[src/rtl/capture_ctrl.sv]
// capture_ctrl: dclk-domain sequencer for the LVDS capture -> FIFO record path
//   dclk      capture word clock, all logic on rising edge
//   mr        master reset, asynchronous, active low
//   locked    DCM lock (async, 2-flop synchronised)
//   start_n   record request, active-low level (async, 2-flop sync + falling-edge detect)
//   rec_len   words per record, 0 = 2^CNT_W; trig_en waits for a trig rising edge (both sampled on start)
//   trig      external trigger (dclk domain); fifo_full storage full flag (dclk domain)
//   fifo_wen  registered FIFO write enable
//   busy      start accepted until DONE; done held until next start
//   err       00 ok, 01 truncated by fifo_full, 10 lock lost (valid while done)
//   wr_count  words written in current/last record
module capture_ctrl #(
  parameter int CNT_W      = 14,
  parameter int SETTLE_CYC = 16
) (
  input  logic             dclk,
  input  logic             mr,
  input  logic             locked,
  input  logic             start_n,
  input  logic [CNT_W-1:0] rec_len,
  input  logic             trig_en,
  input  logic             trig,
  input  logic             fifo_full,
  output logic             fifo_wen,
  output logic             busy,
  output logic             done,
  output logic [1:0]       err,
  output logic [CNT_W-1:0] wr_count
);
  typedef enum logic [2:0] {IDLE, WAIT_LOCK, SETTLE, ARMED, CAPTURE, DONE} state_t;
  state_t           state_q;
  logic [1:0]       lock_q;
  logic [2:0]       start_q;
  logic             trig_d_q, trig_en_q, wen_q, busy_q, done_q;
  logic [1:0]       err_q;
  logic [CNT_W-1:0] len_q, cnt_q;
  logic [7:0]       settle_q;
  logic             locked_s, start_ev, wr, last;
  assign locked_s = lock_q[1];
  assign start_ev = start_q[2] & ~start_q[1];
  // a word is stored on any edge where the enable is high and the FIFO is not full
  assign wr       = wen_q & ~fifo_full;
  // len 0 gives all-ones here, so the record runs until the counter wraps
  assign last     = cnt_q == len_q - CNT_W'(1);
  assign fifo_wen = wen_q;
  assign busy     = busy_q;
  assign done     = done_q;
  assign err      = err_q;
  assign wr_count = cnt_q;
  always_ff @(posedge dclk or negedge mr)
    if (!mr) begin
      state_q   <= IDLE;
      lock_q    <= '0;
      start_q   <= '1;
      trig_d_q  <= 1'b0;
      trig_en_q <= 1'b0;
      wen_q     <= 1'b0;
      busy_q    <= 1'b0;
      done_q    <= 1'b0;
      err_q     <= 2'b00;
      len_q     <= '0;
      cnt_q     <= '0;
      settle_q  <= '0;
    end else begin
      lock_q   <= {lock_q[0], locked};
      start_q  <= {start_q[1:0], start_n};
      trig_d_q <= trig;
      case (state_q)
        IDLE, DONE:
          if (start_ev) begin
            state_q   <= locked_s ? SETTLE : WAIT_LOCK;
            len_q     <= rec_len;
            trig_en_q <= trig_en;
            busy_q    <= 1'b1;
            done_q    <= 1'b0;
            err_q     <= 2'b00;
            cnt_q     <= '0;
            settle_q  <= '0;
          end
        WAIT_LOCK:
          if (locked_s) begin
            state_q  <= SETTLE;
            settle_q <= '0;
          end
        SETTLE:
          if (!locked_s) state_q <= WAIT_LOCK;
          else if (settle_q == 8'(SETTLE_CYC - 1)) begin
            state_q <= trig_en_q ? ARMED : CAPTURE;
            wen_q   <= ~trig_en_q;
          end else settle_q <= settle_q + 8'd1;
        ARMED:
          if (!locked_s) begin
            state_q <= DONE;
            busy_q  <= 1'b0;
            done_q  <= 1'b1;
            err_q   <= 2'b10;
          end else if (trig & ~trig_d_q) begin
            state_q <= CAPTURE;
            wen_q   <= 1'b1;
          end
        CAPTURE: begin
          if (wr) cnt_q <= cnt_q + CNT_W'(1);
          // lock loss outranks completion and full; the word on this edge still counts
          if (!locked_s || (wr && last) || fifo_full) begin
            state_q <= DONE;
            wen_q   <= 1'b0;
            busy_q  <= 1'b0;
            done_q  <= 1'b1;
            err_q   <= !locked_s ? 2'b10 : (wr && last) ? 2'b00 : 2'b01;
          end
        end
        default: state_q <= IDLE;
      endcase
    end
endmodule
[config.mk]
export PLATFORM = sky130hd
export DESIGN_NAME = capture_ctrl
export DESIGN_NICKNAME = d
export VERILOG_FILES = /design/src/rtl/capture_ctrl.sv
export SDC_FILE = /design/constraint.sdc
export NUM_CORES = 1
export LEC_CHECK = 0
export BUFFER_PORTS_ARGS = -buffer_cell sky130_fd_sc_hd__clkbuf_2
export CAP_MARGIN = 20
export CORE_AREA = 4 4 75 128
export CTS_CLUSTER_DIAMETER = 80
export CTS_CLUSTER_SIZE = 20
export DETAILED_ROUTE_END_ITERATION = 6
export DIE_AREA = 0 0 79 132
export HOLD_SLACK_MARGIN = 0.15
export SLEW_MARGIN = 20
export SYNTH_ARGS = -nofsm -noshare
export SYNTH_HDL_FRONTEND = slang
export SYNTH_SLANG_ARGS = --single-unit
[constraint.sdc]
create_clock -name dclk -period 4.6 [get_ports dclk]
set_clock_uncertainty 0.1 [all_clocks]
set_input_delay 0.46 -clock dclk [delete_from_list [all_inputs] [get_ports dclk]]
set_output_delay 0.46 -clock dclk [all_outputs]
set_load 0.03 [all_outputs]
# After elaboration in Yosys (flattened, before gate mapping)
# Cells that the tools add are included.
word_totals:
  register_bits: 51
  input_bits: 21
op_classes:
  bitwise: 7
  muxes: 37
  reduce_logical: 16
  eq_ne: 19
  add_sub_neg: 3
ops:
  columns: ["operator", "n"]
  rows:
  - ["8-bit 2-to-1 mux", 4]
  - ["14-bit 2-to-1 mux", 2]
  - ["14-bit one-hot mux with 2 select lines", 1]
  - ["3-bit 2-to-1 mux", 8]
  - ["8-bit one-hot mux with 3 select lines", 1]
  - ["2-bit != test (second input constant)", 10]
  - ["3-bit one-hot mux with 5 select lines", 1]
  - ["14-bit by 1-bit adder with 14-bit output (second input constant)", 1]
  - ["14-bit == test", 1]
  - ["14-bit by 1-bit subtractor with 14-bit output (second input constant)", 1]
  - ["1-bit 2-to-1 mux", 11]
  - ["2-bit 2-to-1 mux", 5]
  - ["5-bit AND reduction", 2]
  - ["1-bit one-hot mux with 3 select lines", 3]
  - ["3-bit nonzero test", 3]
  - ["8-bit by 1-bit adder with 8-bit output (second input constant)", 1]
  - ["8-bit by 4-bit == test with 1-bit output (second input constant)", 1]
  - ["3-bit by 2-bit == test with 1-bit output (second input constant)", 2]
  - ["3-bit == test (second input constant)", 2]
  - ["3-bit != test (second input constant)", 2]
  - ["2-bit one-hot mux with 3 select lines", 1]
  - ["6-bit AND reduction", 1]
  - ["1-bit inverter", 4]
  - ["4-bit AND reduction", 1]
  - ["10 further kinds", 13]

# Longest topological paths before layout
# Gate-level depths: netlist of run 1.
logic_depth:
  word_depth: 7
  mapped_depth: 10
  depth_no_buf: 9

# Worst setup path before layout of run 1
# OpenSTA, ideal clock, no wires.
synth_path:
  kind: "register -> register"
  from: "reg len_q[0]"
  to: "reg wen_q (netlist: fifo_wen)"
  arrival_ps: 2703
  setup_ps: 122
  n_path_buf: 1
  path_slack_ps: 1675
  stages_incl_launch_ff: 11
  period_less_slack_ps: 2925
  required_time_ps: 4378
  path_cell_list: "dfrtp_1 > inv_1 > ha_1 > buf_2 > or4b_4 > or3_1 > a2111oi_2 > nor3_1 > a2111oi_4 > and4_1 > nor3_1"
synth_via:
  elab_chain_len: 7
synth_rtl:
  columns: ["item", "line_no", "source"]
  rows:
  - ["from (decl)", "36", "logic [CNT_W-1:0] len_q, cnt_q;"]
  - ["from (signal assigned)", "72", "len_q <= rec_len;"]
  - ["14-bit by 1-bit subtractor with 14-bit output", "44", "assign last = cnt_q == len_q - CNT_W'(1);"]
  - ["14-bit == test", "44", null]
  - ["1-bit logical AND", "104", "if (!locked_s || (wr && last) || fifo_full) begin"]
  - ["1-bit logical OR (2 in a row)", "104", null]
  - ["2-bit != test (no line)", null, null]
  - ["6-bit AND reduction (no line)", null, null]
  - ["to (signal assigned)", "89", "wen_q <= ~trig_en_q;"]
  - ["to (decl)", "34", "logic trig_d_q, trig_en_q, wen_q, busy_q, done_q;"]
# Every way passes these cells.
# A chain may end at the register's enable or synchronous reset.

# Final worst setup path of run 1
layout_path:
  from: "reg len_q[0]"
  to: "reg done_q (netlist: done)"
layout_via:
  elab_chain_len: 7
layout_rtl:
  columns: ["item", "line_no", "source"]
  rows:
  - ["14-bit by 1-bit subtractor with 14-bit output", "44", null]
  - ["14-bit == test", "44", null]
  - ["1-bit logical AND", "104", null]
  - ["1-bit logical OR (2 in a row)", "104", null]
  - ["2-bit != test (no line)", null, null]
  - ["4-bit AND reduction (no line)", null, null]
  - ["to (signal assigned)", "75", "done_q <= 1'b0;"]
  - ["to (signal assigned)", "95", "done_q <= 1'b1;"]
  - ["to (signal assigned)", "108", "done_q <= 1'b1;"]
  - ["to (decl)", "34", null]
# Every way passes these cells.

==> results.md, run 1 <==
* Vias per cell at 5.231
* Clk pwr share at 22.2%
* Synthesized cell area at 2928 um^2
* Setup crit start kind: flop
* Area grow syn2layout at 16.58%
* Hold Path Class: primary input to async pin
* WHS at 173.4 ps
* Synth Net Count at 341
* Largest net degree at the start of global routing at 52
* Die area at 10430 um^2
* #FFs+latches synth at 51
* Htree depth at 2
* Top FF cell, synth: dfrtp_1
* Gp weighted congestion at 0.8635
* Relative slew slack at 49.11%
* CTS clk-pin slew, worst paths at 70 ps
* Flop pwr share at 40.3%
* Max-cap viol count at 0
* Routed length per instance at 15.08 um
* Worst setup margin at 1372 ps
* RSZ-0062 raised after global routing: false
* Most common cell after layout, fill and taps aside: dfrtp_1
* Crit path max-delay family: simple AND/OR/NAND/NOR gates
* Post_cts resized at 0
* VDD IR max at 0.2002 mV
* Root Driver: clkbuf_16
* Vias after detailed routing at 2469
* Combinational share of power at 37.5%
* Worst EP required at 4730 ps
* Tot GR Track Use at 14.52%
* Pleak at 1.441 nW
* Area leader, netlist: dfrtp_1
* Final Util at 39.37%
* Top cell type's share of synthesized area at 41.03%
* Syn. warnings at 0
* Total grt overflow at 0
* Final period util at 70.18%
* Mapped Cells at 317
* Port Buf Inserts at 39
* Dpl ws at 1376 ps
* First-pass detailed-route iteration total at 5
* RR Startpoint: len_q[0]
* Layout cell share with drive strength beyond 1 at 20.56%
* Std-Cell Rows at 45
* Minimum clock period at 3228 ps
* Drt total wl at 7116 um
* CTS tree: built
* N_diodes at 0
* Slew @ Worst Pin at 757.4 ps
* R2r setup slk at 1370 ps
* Adder-cell share of the synthesized area at 1.282%
* CP max stage delay at 540 ps
* Post-synthesis xor/xnor area fraction at 7.479%
* Total power at 1.889 mW
* Endpoint class of the critical path: flop
* Most frequent cells in the layout: dfrtp_1, nor2_1, clkbuf_2
* CP max FO at 9
* Num CTS Buffers at 5
* Seq/Total Area, Yosys at 43.72%
* Post-CTS Setup Inserts at 0
* Outcome: complete, no violations
* Die Y at 132 um
* NetSw at 764.9 uW
* P per Cell Area at 553.5 nW/um^2
* Core area at 8671 um^2
* IO Pins at 40
* HPWL after DPL at 5347 um
* Iter 0 DRT Violations at 105
* Cell variety after synth at 50
* WS Path Type: flop to flop
* Critical R2R Capture: done
* Multiplexer share of the synthesized area at 6.111%
* Final hold vios at 0
* DRC errors left at 0
* Maximum clock path buffer count at 2
* Largest family of logic cells by synthesized area: simple AND/OR/NAND/NOR gates
* Sinks on Clock Net at 51
* Die X at 79 um
* Mean Syn Cell Area at 9.236 um^2
* Initial antenna violation count at 0
* Critical path's slowest cell: or4b_4
* Compound-Gate Fraction of Synth Area at 14.70%
* Worst Path Arrival at 3360 ps
* Internal power at 1.124 mW
* First-pass GRT wire length at 12080 um
* Worst-skew pair later-pin latency at 300 ps
* Largest cells by area after synthesis: dfrtp_1, mux2_2, nor2_1
* Slew Limit Fails at 0
* Worst reg2reg path depth at 9
* Critical Path, Cell by Cell: inv_1, ha_1, or4b_4, or3_1, a2111oi_2, nor3_1, a2111oi_4, and2_1, o31a_1
* EDFF count, synth at 0
* Net Sw Frac at 40.49%
* Final setup vio count at 0
* Post-layout nets at 379
* Simple-Gate Fraction of Synth Area at 24.10%
* Setup TNS at 0 ps
* Initial core utilization at 33.77%
* Antenna Violating Nets Remaining at 0
* Achievable clock frequency at 309.8 MHz
* Bufs and invs on worst path at 1
* Number of global-route vias before repair at 2414
* Ys async rst share at 100.0%
## worst max path at each step
stage	from	endpoint	slack, ps	cells past startpoint
3_3_place_gp	len_q[0]	err[1]	1450	9
5_1_grt	len_q[0]	done	1180	9
6_report	len_q[0]	done	1370	9
4_1_cts	len_q[0]	done	1360	9
3_5_place_dp	len_q[0]	err[0]	1380	9
2_1_floorplan	len_q[0]	fifo_wen	1680	10
## logic make-up after synthesis
family                   count (synthesis)
multiplexers                            16
AO/OA/AOI/OAI                           66
flip-flops                              51
adder cells (fa/ha/maj)                  3
AND/OR/NAND/NOR                        138
XOR/XNOR                                25
buffers and inverters                   18
## timing repair
action | in CTS | in global routing
hold buffers | 1 | 0
endpoints found under the hold margin | 1 | 0
setup endpoints to repair | 0 | 0
## registers in the layout, indices dropped and copies added, names as in the netlist, 2 cells and up
signal / count
lock_q: 2
err: 2
wr_count: 14
state_q: 3
start_q: 3
settle_q: 8
len_q: 14
## layout make-up
type	instances	area [um^2]
repair buffers	42	220.2
multi-input cells	248	1578
fillers	915	5258
inverters	7	26.28
flip-flops and latches	51	1280
well taps	117	146.4
clock buffers	5	125.1
clock inverters	2	37.54
## Yosys cell counts (3+ instances only)
master and n:
a311oi_1 3, dfstp_2 3, nand2_1 26, or4_1 3, and3_1 8, mux2_2 15
clkbuf_1 9, o2111ai_1 3, o22ai_1 3, o21ai_0 24, nor3_1 11, nor2b_1 5
xnor2_1 10, ha_1 3, nand2b_1 5, or3_1 8, nor2_1 40, nand3_1 10
dfrtp_1 48, a21oi_1 16, a31oi_1 3, nand4_1 7, xor2_1 15, inv_1 7
## layer usage
metal  wire, um  track usage, %
met1       2683           15.49
met2       4031           27.49
met3        220           2.326
met4        182           5.736
met5          0               0
## through the flow
step	area, um^2	instances
finish	3413	472
CTS	3412	472
global placement	3239	464
detailed placement	3239	464
global route	3413	472
floorplan	2928	317
## power groups by stage
stage	Clock (mW)	Sequential, mW	Combinational [mW]
after floorplan	0	0.725	0.560
after detailed placement	0	0.772	0.712
final	0.419	0.762	0.709
after CTS	0.434	0.762	0.716
after global routing	0.449	0.785	0.800
after global placement	0	0.761	0.697
Power figures use the tool's default switching activity.
==> inputs of run 2 (changes only) <==
--- a/config.mk
+++ b/config.mk
@@ -5,13 +5,14 @@
 export SDC_FILE = /design/constraint.sdc
 export NUM_CORES = 1
 export LEC_CHECK = 0
+export ABC_AREA = 1
 export BUFFER_PORTS_ARGS = -buffer_cell sky130_fd_sc_hd__clkbuf_2
 export CAP_MARGIN = 20
-export CORE_AREA = 4 4 75 128
+export CORE_AREA = 4 4 75 130
 export CTS_CLUSTER_DIAMETER = 80
 export CTS_CLUSTER_SIZE = 20
 export DETAILED_ROUTE_END_ITERATION = 6
-export DIE_AREA = 0 0 79 132
+export DIE_AREA = 0 0 79 134
 export HOLD_SLACK_MARGIN = 0.15
 export SLEW_MARGIN = 20
 export SYNTH_ARGS = -nofsm -noshare
==> constraint.sdc (replaced) <==
create_clock -name dclk -period 2.9 [get_ports dclk]
set_clock_uncertainty 0.1 [all_clocks]
set_input_delay 0.29 -clock dclk [delete_from_list [all_inputs] [get_ports dclk]]
set_output_delay 0.29 -clock dclk [all_outputs]
set_load 0.03 [all_outputs]
==> run 2 against run 1 <==
  * Core utilization increased by 3.2 points
  * Final area up 8.1%
  * Register-to-register slack worse by 720 ps
  * Largest power group is now combinational logic
==> results.md, run 2 <==
* Initial core utilization at 34.59%
* Seq/Total Area, Yosys at 42.68%
* WS Path Type: flop to flop
* Port Buf Inserts at 39
* Mean Syn Cell Area at 7.461 um^2
* Final setup vio count at 0
* Met1 usage at 16.13%
* Slew Limit Fails at 0
* Synth Net Count at 426
* Minimum clock period at 2245 ps
* Final hold vios at 0
* Post_cts resized at 0
* Sinks on Clock Net at 51
* Most common cell after layout, fill and taps aside: nand2_1
* Die Y at 134 um
* First-pass detailed-route iteration total at 4
* P per Cell Area at 811.7 nW/um^2
* Top cells by count, synth: nand2_1, inv_1, dfrtp_1
* Routed length per instance at 13.01 um
* Combinational share of power at 44.0%
* Root Driver: clkbuf_16
* Net Sw Frac at 42.86%
* Syn. warnings at 0
* Vias after detailed routing at 2733
* Die area at 10590 um^2
* Cell variety after synth at 34
* DP Area at 3343 um^2
* Gp weighted congestion at 0.8727
* NetSw at 1.284 mW
* Pleak at 1.779 nW
* Layout cell share with drive strength beyond 1 at 16.95%
* Met3 Track Usage GR at 3.159%
* Min-Delay Startpoint: fifo_full
* Most frequent cell after synthesis: nand2_1
* Largest cells by area after synthesis: dfrtp_1, nand2_1, inv_1
* Htree depth at 2
* Largest net degree at the start of global routing at 31
* CTS clk-pin slew, worst paths at 70 ps
* Fin cells at 583
* Area grow syn2layout at 23.03%
* Initial antenna violation count at 0
* RR Startpoint: len_q[0]
* Tot GR Track Use at 15.72%
* HPWL after DPL at 5998 um
* Post-layout nets at 489
* Endpoint class of the critical path: flop
* Mapped Cells at 402
* Maximum clock path buffer count at 2
* Total grt overflow at 0
* Hold Path Class: primary input to flop
* Vias per cell at 4.688
* Setup crit start kind: flop
* N_diodes at 0
* RSZ-0062 raised after global routing: false
* Die X at 79 um
* Number of global-route vias before repair at 2895
* DRC errors left at 0
* First-pass GRT wire length at 13170 um
* Outcome: complete, no violations
* Relative slew slack at 60.39%
* Setup TNS at 0 ps
* Std-Cell Rows at 45
* VDD IR max at 0.3297 mV
* Crit path from: len_q[0]
* Achievable clock frequency at 445.5 MHz
* Top FF cell, synth: dfrtp_1
* Worst-skew pair later-pin latency at 290 ps
* CP max FO at 8
* Grt met2 use at 29.27%
* Core area at 8671 um^2
* Internal power at 1.711 mW
* WHS at 194.4 ps
* Slew @ Worst Pin at 594.1 ps
* #FFs+latches synth at 51
* Top cell type's share of synthesized area at 40.05%
* DP Cell Count at 556
* Area leader, netlist: dfrtp_1
* Ys async rst share at 100.0%
* Filler Cell Count at 958
* Antenna Violating Nets Remaining at 0
* Worst Path Arrival at 2330 ps
* Most frequent cells in the layout: nand2_1, inv_1, dfrtp_1
* GRT busiest layer: met2
* Final period util at 77.40%
* IO Pins at 40
* Flop pwr share at 35.2%
* Drt total wl at 7583 um
* Num CTS Buffers at 5
* Synthesized cell area at 2999 um^2
* Worst EP required at 2990 ps
* EDFF count, synth at 0
* Clk pwr share at 20.7%
* Iter 0 DRT Violations at 154
* Final Instance Area at 3690 um^2
* Max-cap viol count at 0
* CTS tree: built
[run 2: cell count changes in the layout (fill, tap and decap cells not counted), moves of 11 or more]
cell           change
dlygate4sd3_1     +18
inv_1             +44
xor2_1            -11
mux2_2            -15
nand2_1           +89
nand3_1           +13
[run 2: path summary, 6_finish.rpt]
check	to	slack (ps)	cells after the start
setup / recovery	err[0]	660	11
min in group asynchronous	wr_count[1]	450	2
hold reg to reg	lock_q[1]	250	0
max in group asynchronous	start_q[1]	1410	3
hold / removal	err[0]	190	3
setup reg to reg	err[0]	660	11
[run 2: power groups by stage]
stage / clock [mW] / combinational, mW / sequential (mW)
final: 0.620 / 1.32 / 1.06
after global routing: 0.668 / 1.52 / 1.08
after CTS: 0.638 / 1.34 / 1.06
after detailed placement: 0 / 1.30 / 1.07
after global placement: 0 / 1.28 / 1.06
after floorplan: 0 / 0.951 / 1.09
[run 2: kinds of logic after synthesis]
kind of cell    Yosys count  share of synthesized area [%]
simple gates            230                          36.17
flops                    51                          42.68
xor+xnor                 12                          4.005
buf+inv                  60                          7.551
compound gates           46                          8.344
fa+ha+maj                 3                          1.252
[run 2: metrics by stage]
stage / worst slack, ps / total power [mW] / util, %
5_1_grt: 392.1 / 3.271 / 42.55
3_3_place_gp: 755.7 / 2.346 / 38.56
6_report: 655.3 / 2.995 / 42.55
2_1_floorplan: 937.9 / 2.036 / -
4_1_cts: 655.7 / 3.031 / 42.55
3_5_place_dp: 679.0 / 2.373 / 38.56
[run 2: per-layer routing]
metal	wire, um	up-vias
li1	-	1421
met1	2919	1240
met2	4146	56
met3	260	16
met4	257	0
met5	0	-
[run 2: layout make-up]
cell class              count  area [um^2]  area share (%)
multi-input cells         291         1493           40.45
flip-flops and latches     51         1280           34.69
repair buffers             61        407.9           11.05
inverters                  55        206.4           5.595
clock buffers               8        156.4           4.239
well taps                 117        146.4           3.967
[run 2: worst max-delay path: stages, from the launching register on]
cell and delay, ps:
dfrtp_1 390, inv_1 130, ha_1 260, nand2_1 110, nor2_2 220, xor3_1 260
nor2_1 100, nand3_1 120, nand3_2 170, nand3_2 130, nand2_1 100, nand2_1 50
[run 2: repair_timing]
action,4_1_cts,5_1_grt
hold buffers,19,0
endpoints found under the hold margin,38,0
setup buffers,0,0
==> inputs of run 3 (changes only) <==
==> constraint.sdc (replaced) <==
create_clock -name dclk -period 2.2 [get_ports dclk]
set_clock_uncertainty 0.1 [all_clocks]
set_input_delay 0.22 -clock dclk [delete_from_list [all_inputs] [get_ports dclk]]
set_output_delay 0.22 -clock dclk [all_outputs]
set_load 0.03 [all_outputs]
==> run 3 against run 2 <==
  * Final area grew 3.3%
  * Die area is the same
  * Highest routed layer unchanged
  * Critical path type unchanged
  * Count of clock-buffer cells in the layout shrank 1
  * Cell count grew 1.0%
==> results.md, run 3 (same netlist as run 2, synthesis figures left out) <==
* Worst Path Arrival at 2110 ps
* DP Cell Count at 560
* Final Util at 43.94%
* Initial core utilization at 34.59%
* Antenna Violating Nets Remaining at 0
* HPWL after DPL at 6154 um
* RSZ-0062 raised after global routing: true
* Die area at 10590 um^2
* Number of global-route vias before repair at 2898
* Setup crit start kind: flop
* Vias after detailed routing at 2839
* Most frequent CP cell: nand2_1
* Bufs and invs on worst path at 1
* CP max stage delay at 410 ps
* Total grt overflow at 0
* Internal power at 2.371 mW
* Area grow syn2layout at 27.03%
* WS Path Type: flop to flop
* Tot GR Track Use at 15.81%
* CTS tree: built
* Maximum clock path buffer count at 2
* Drt total wl at 7863 um
* Most frequent cells in the layout: nand2_1, inv_1, dfrtp_1
* Achievable clock frequency at 492.6 MHz
* First-pass GRT wire length at 13250 um
* Clk pwr share at 21.0%
* Root Driver: clkbuf_16
* Die X at 79 um
* Routed length per instance at 13.35 um
* Iter 0 DRT Violations at 191
* Fin cells at 589
* Largest net degree at the start of global routing at 31
* VDD IR max at 0.6517 mV
* Die Y at 134 um
* NetSw at 1.770 mW
* Flop pwr share at 33.9%
* Minimum clock period at 2030 ps
* Core area at 8671 um^2
* DRC errors left at 0
* N_diodes at 0
* Worst-skew pair later-pin latency at 290 ps
* P per Cell Area at 1087 nW/um^2
* Initial antenna violation count at 0
* Min-Delay Startpoint: start_q[0]
* Htree depth at 2
* Net Sw Frac at 42.74%
* CTS clk-pin slew, worst paths at 70 ps
* Final period util at 92.27%
* Filler Cell Count at 937
* Port Buf Inserts at 39
* RR Startpoint: len_q[0]
* Register Area at 1281 um^2
* Vias per cell at 4.820
* Slew Limit Fails at 0
* IO Pins at 40
* Combinational share of power at 45.0%
* Num CTS Buffers at 5
* Final setup vio count at 0
* Critical Path, Cell by Cell: inv_2, ha_4, nand2_1, nor2_4, xor3_1, nor2_1, nand3_2, nand3_4, nand3_2, nand2_1, nand2_1
* Post-layout nets at 495
* Std-Cell Rows at 45
* Max-cap viol count at 0
* Pleak at 1.815 nW
* Hold Path Class: flop to flop
* Layout cell share with drive strength beyond 1 at 19.70%
* Setup TNS at 0 ps
* Critical path's slowest cell: dfrtp_1
* Crit path max-delay family: simple AND/OR/NAND/NOR gates
* Relative slew slack at 60.56%
* Endpoint class of the critical path: flop
* Outcome: complete, no violations
* Most common cell after layout, fill and taps aside: nand2_1
* Area occupied by multi-input gates at 1545 um^2
* Crit path from: len_q[0]
* CP max FO at 8
* Slew @ Worst Pin at 591.6 ps
* Gp weighted congestion at 0.8749
* Sinks on Clock Net at 51
* First-pass detailed-route iteration total at 4
* Final hold vios at 0
* Worst EP required at 2280 ps
-- run 3: area by class of cell --
cell class	instances	area share [%]
clock buffers	7	3.481
inverters	55	5.419
repair buffers	67	12.28
flip-flops and latches	51	33.63
clock inverters	1	0.7882
multi-input cells	291	40.56
well taps	117	3.842
-- run 3: final timing paths --
check	endpoint	slack, ps	cells past startpoint
worst max register to register	err[0]	170	11
max in group asynchronous	start_q[2]	1000	3
worst min register to register	start_q[1]	260	0
worst max-delay path	err[0]	170	11
min in group asynchronous	wr_count[4]	380	2
worst min-delay path	start_q[1]	260	0
-- run 3: per-stage QoR --
step / power (mW) / hold slack [ps] / setup slack [ps] / cell area, um^2
global placement: 3.127 / 137.3 / 114.2 / 3386
global route: 4.509 / 268.4 / -8.829 / 3810
finish: 4.142 / 260.8 / 170.0 / 3810
floorplan: 2.684 / -175.6 / 237.9 / 2999
detailed placement: 3.160 / 150.1 / 41.64 / 3386
CTS: 4.080 / 260.7 / 37.70 / 3749
-- run 3: layer usage --
| metal | up-vias | wire length [um] | global-route usage [%] |
|---|---|---|---|
| li1 | 1425 | - | - |
| met1 | 1335 | 2936 | 16.30 |
| met2 | 58 | 4408 | 30.07 |
| met3 | 21 | 226 | 2.688 |
| met4 | 0 | 292 | 7.361 |
| met5 | - | 0 | 0 |
-- run 3: power by group through the flow --
stage | clock (mW) | sequential, mW | combinational, mW
finish | 0.870 | 1.41 | 1.87
global route | 0.934 | 1.44 | 2.13
CTS | 0.893 | 1.40 | 1.79
detailed placement | 0 | 1.41 | 1.75
global placement | 0 | 1.40 | 1.72
floorplan | 0 | 1.43 | 1.25
-- run 3: what timing repair did --
item / in CTS / in global routing
setup buffers: 0 / 1
endpoints found under the hold margin: 39 / 0
endpoints found under the setup margin: 0 / 8
hold buffers: 20 / 0
resized for setup: 0 / 15
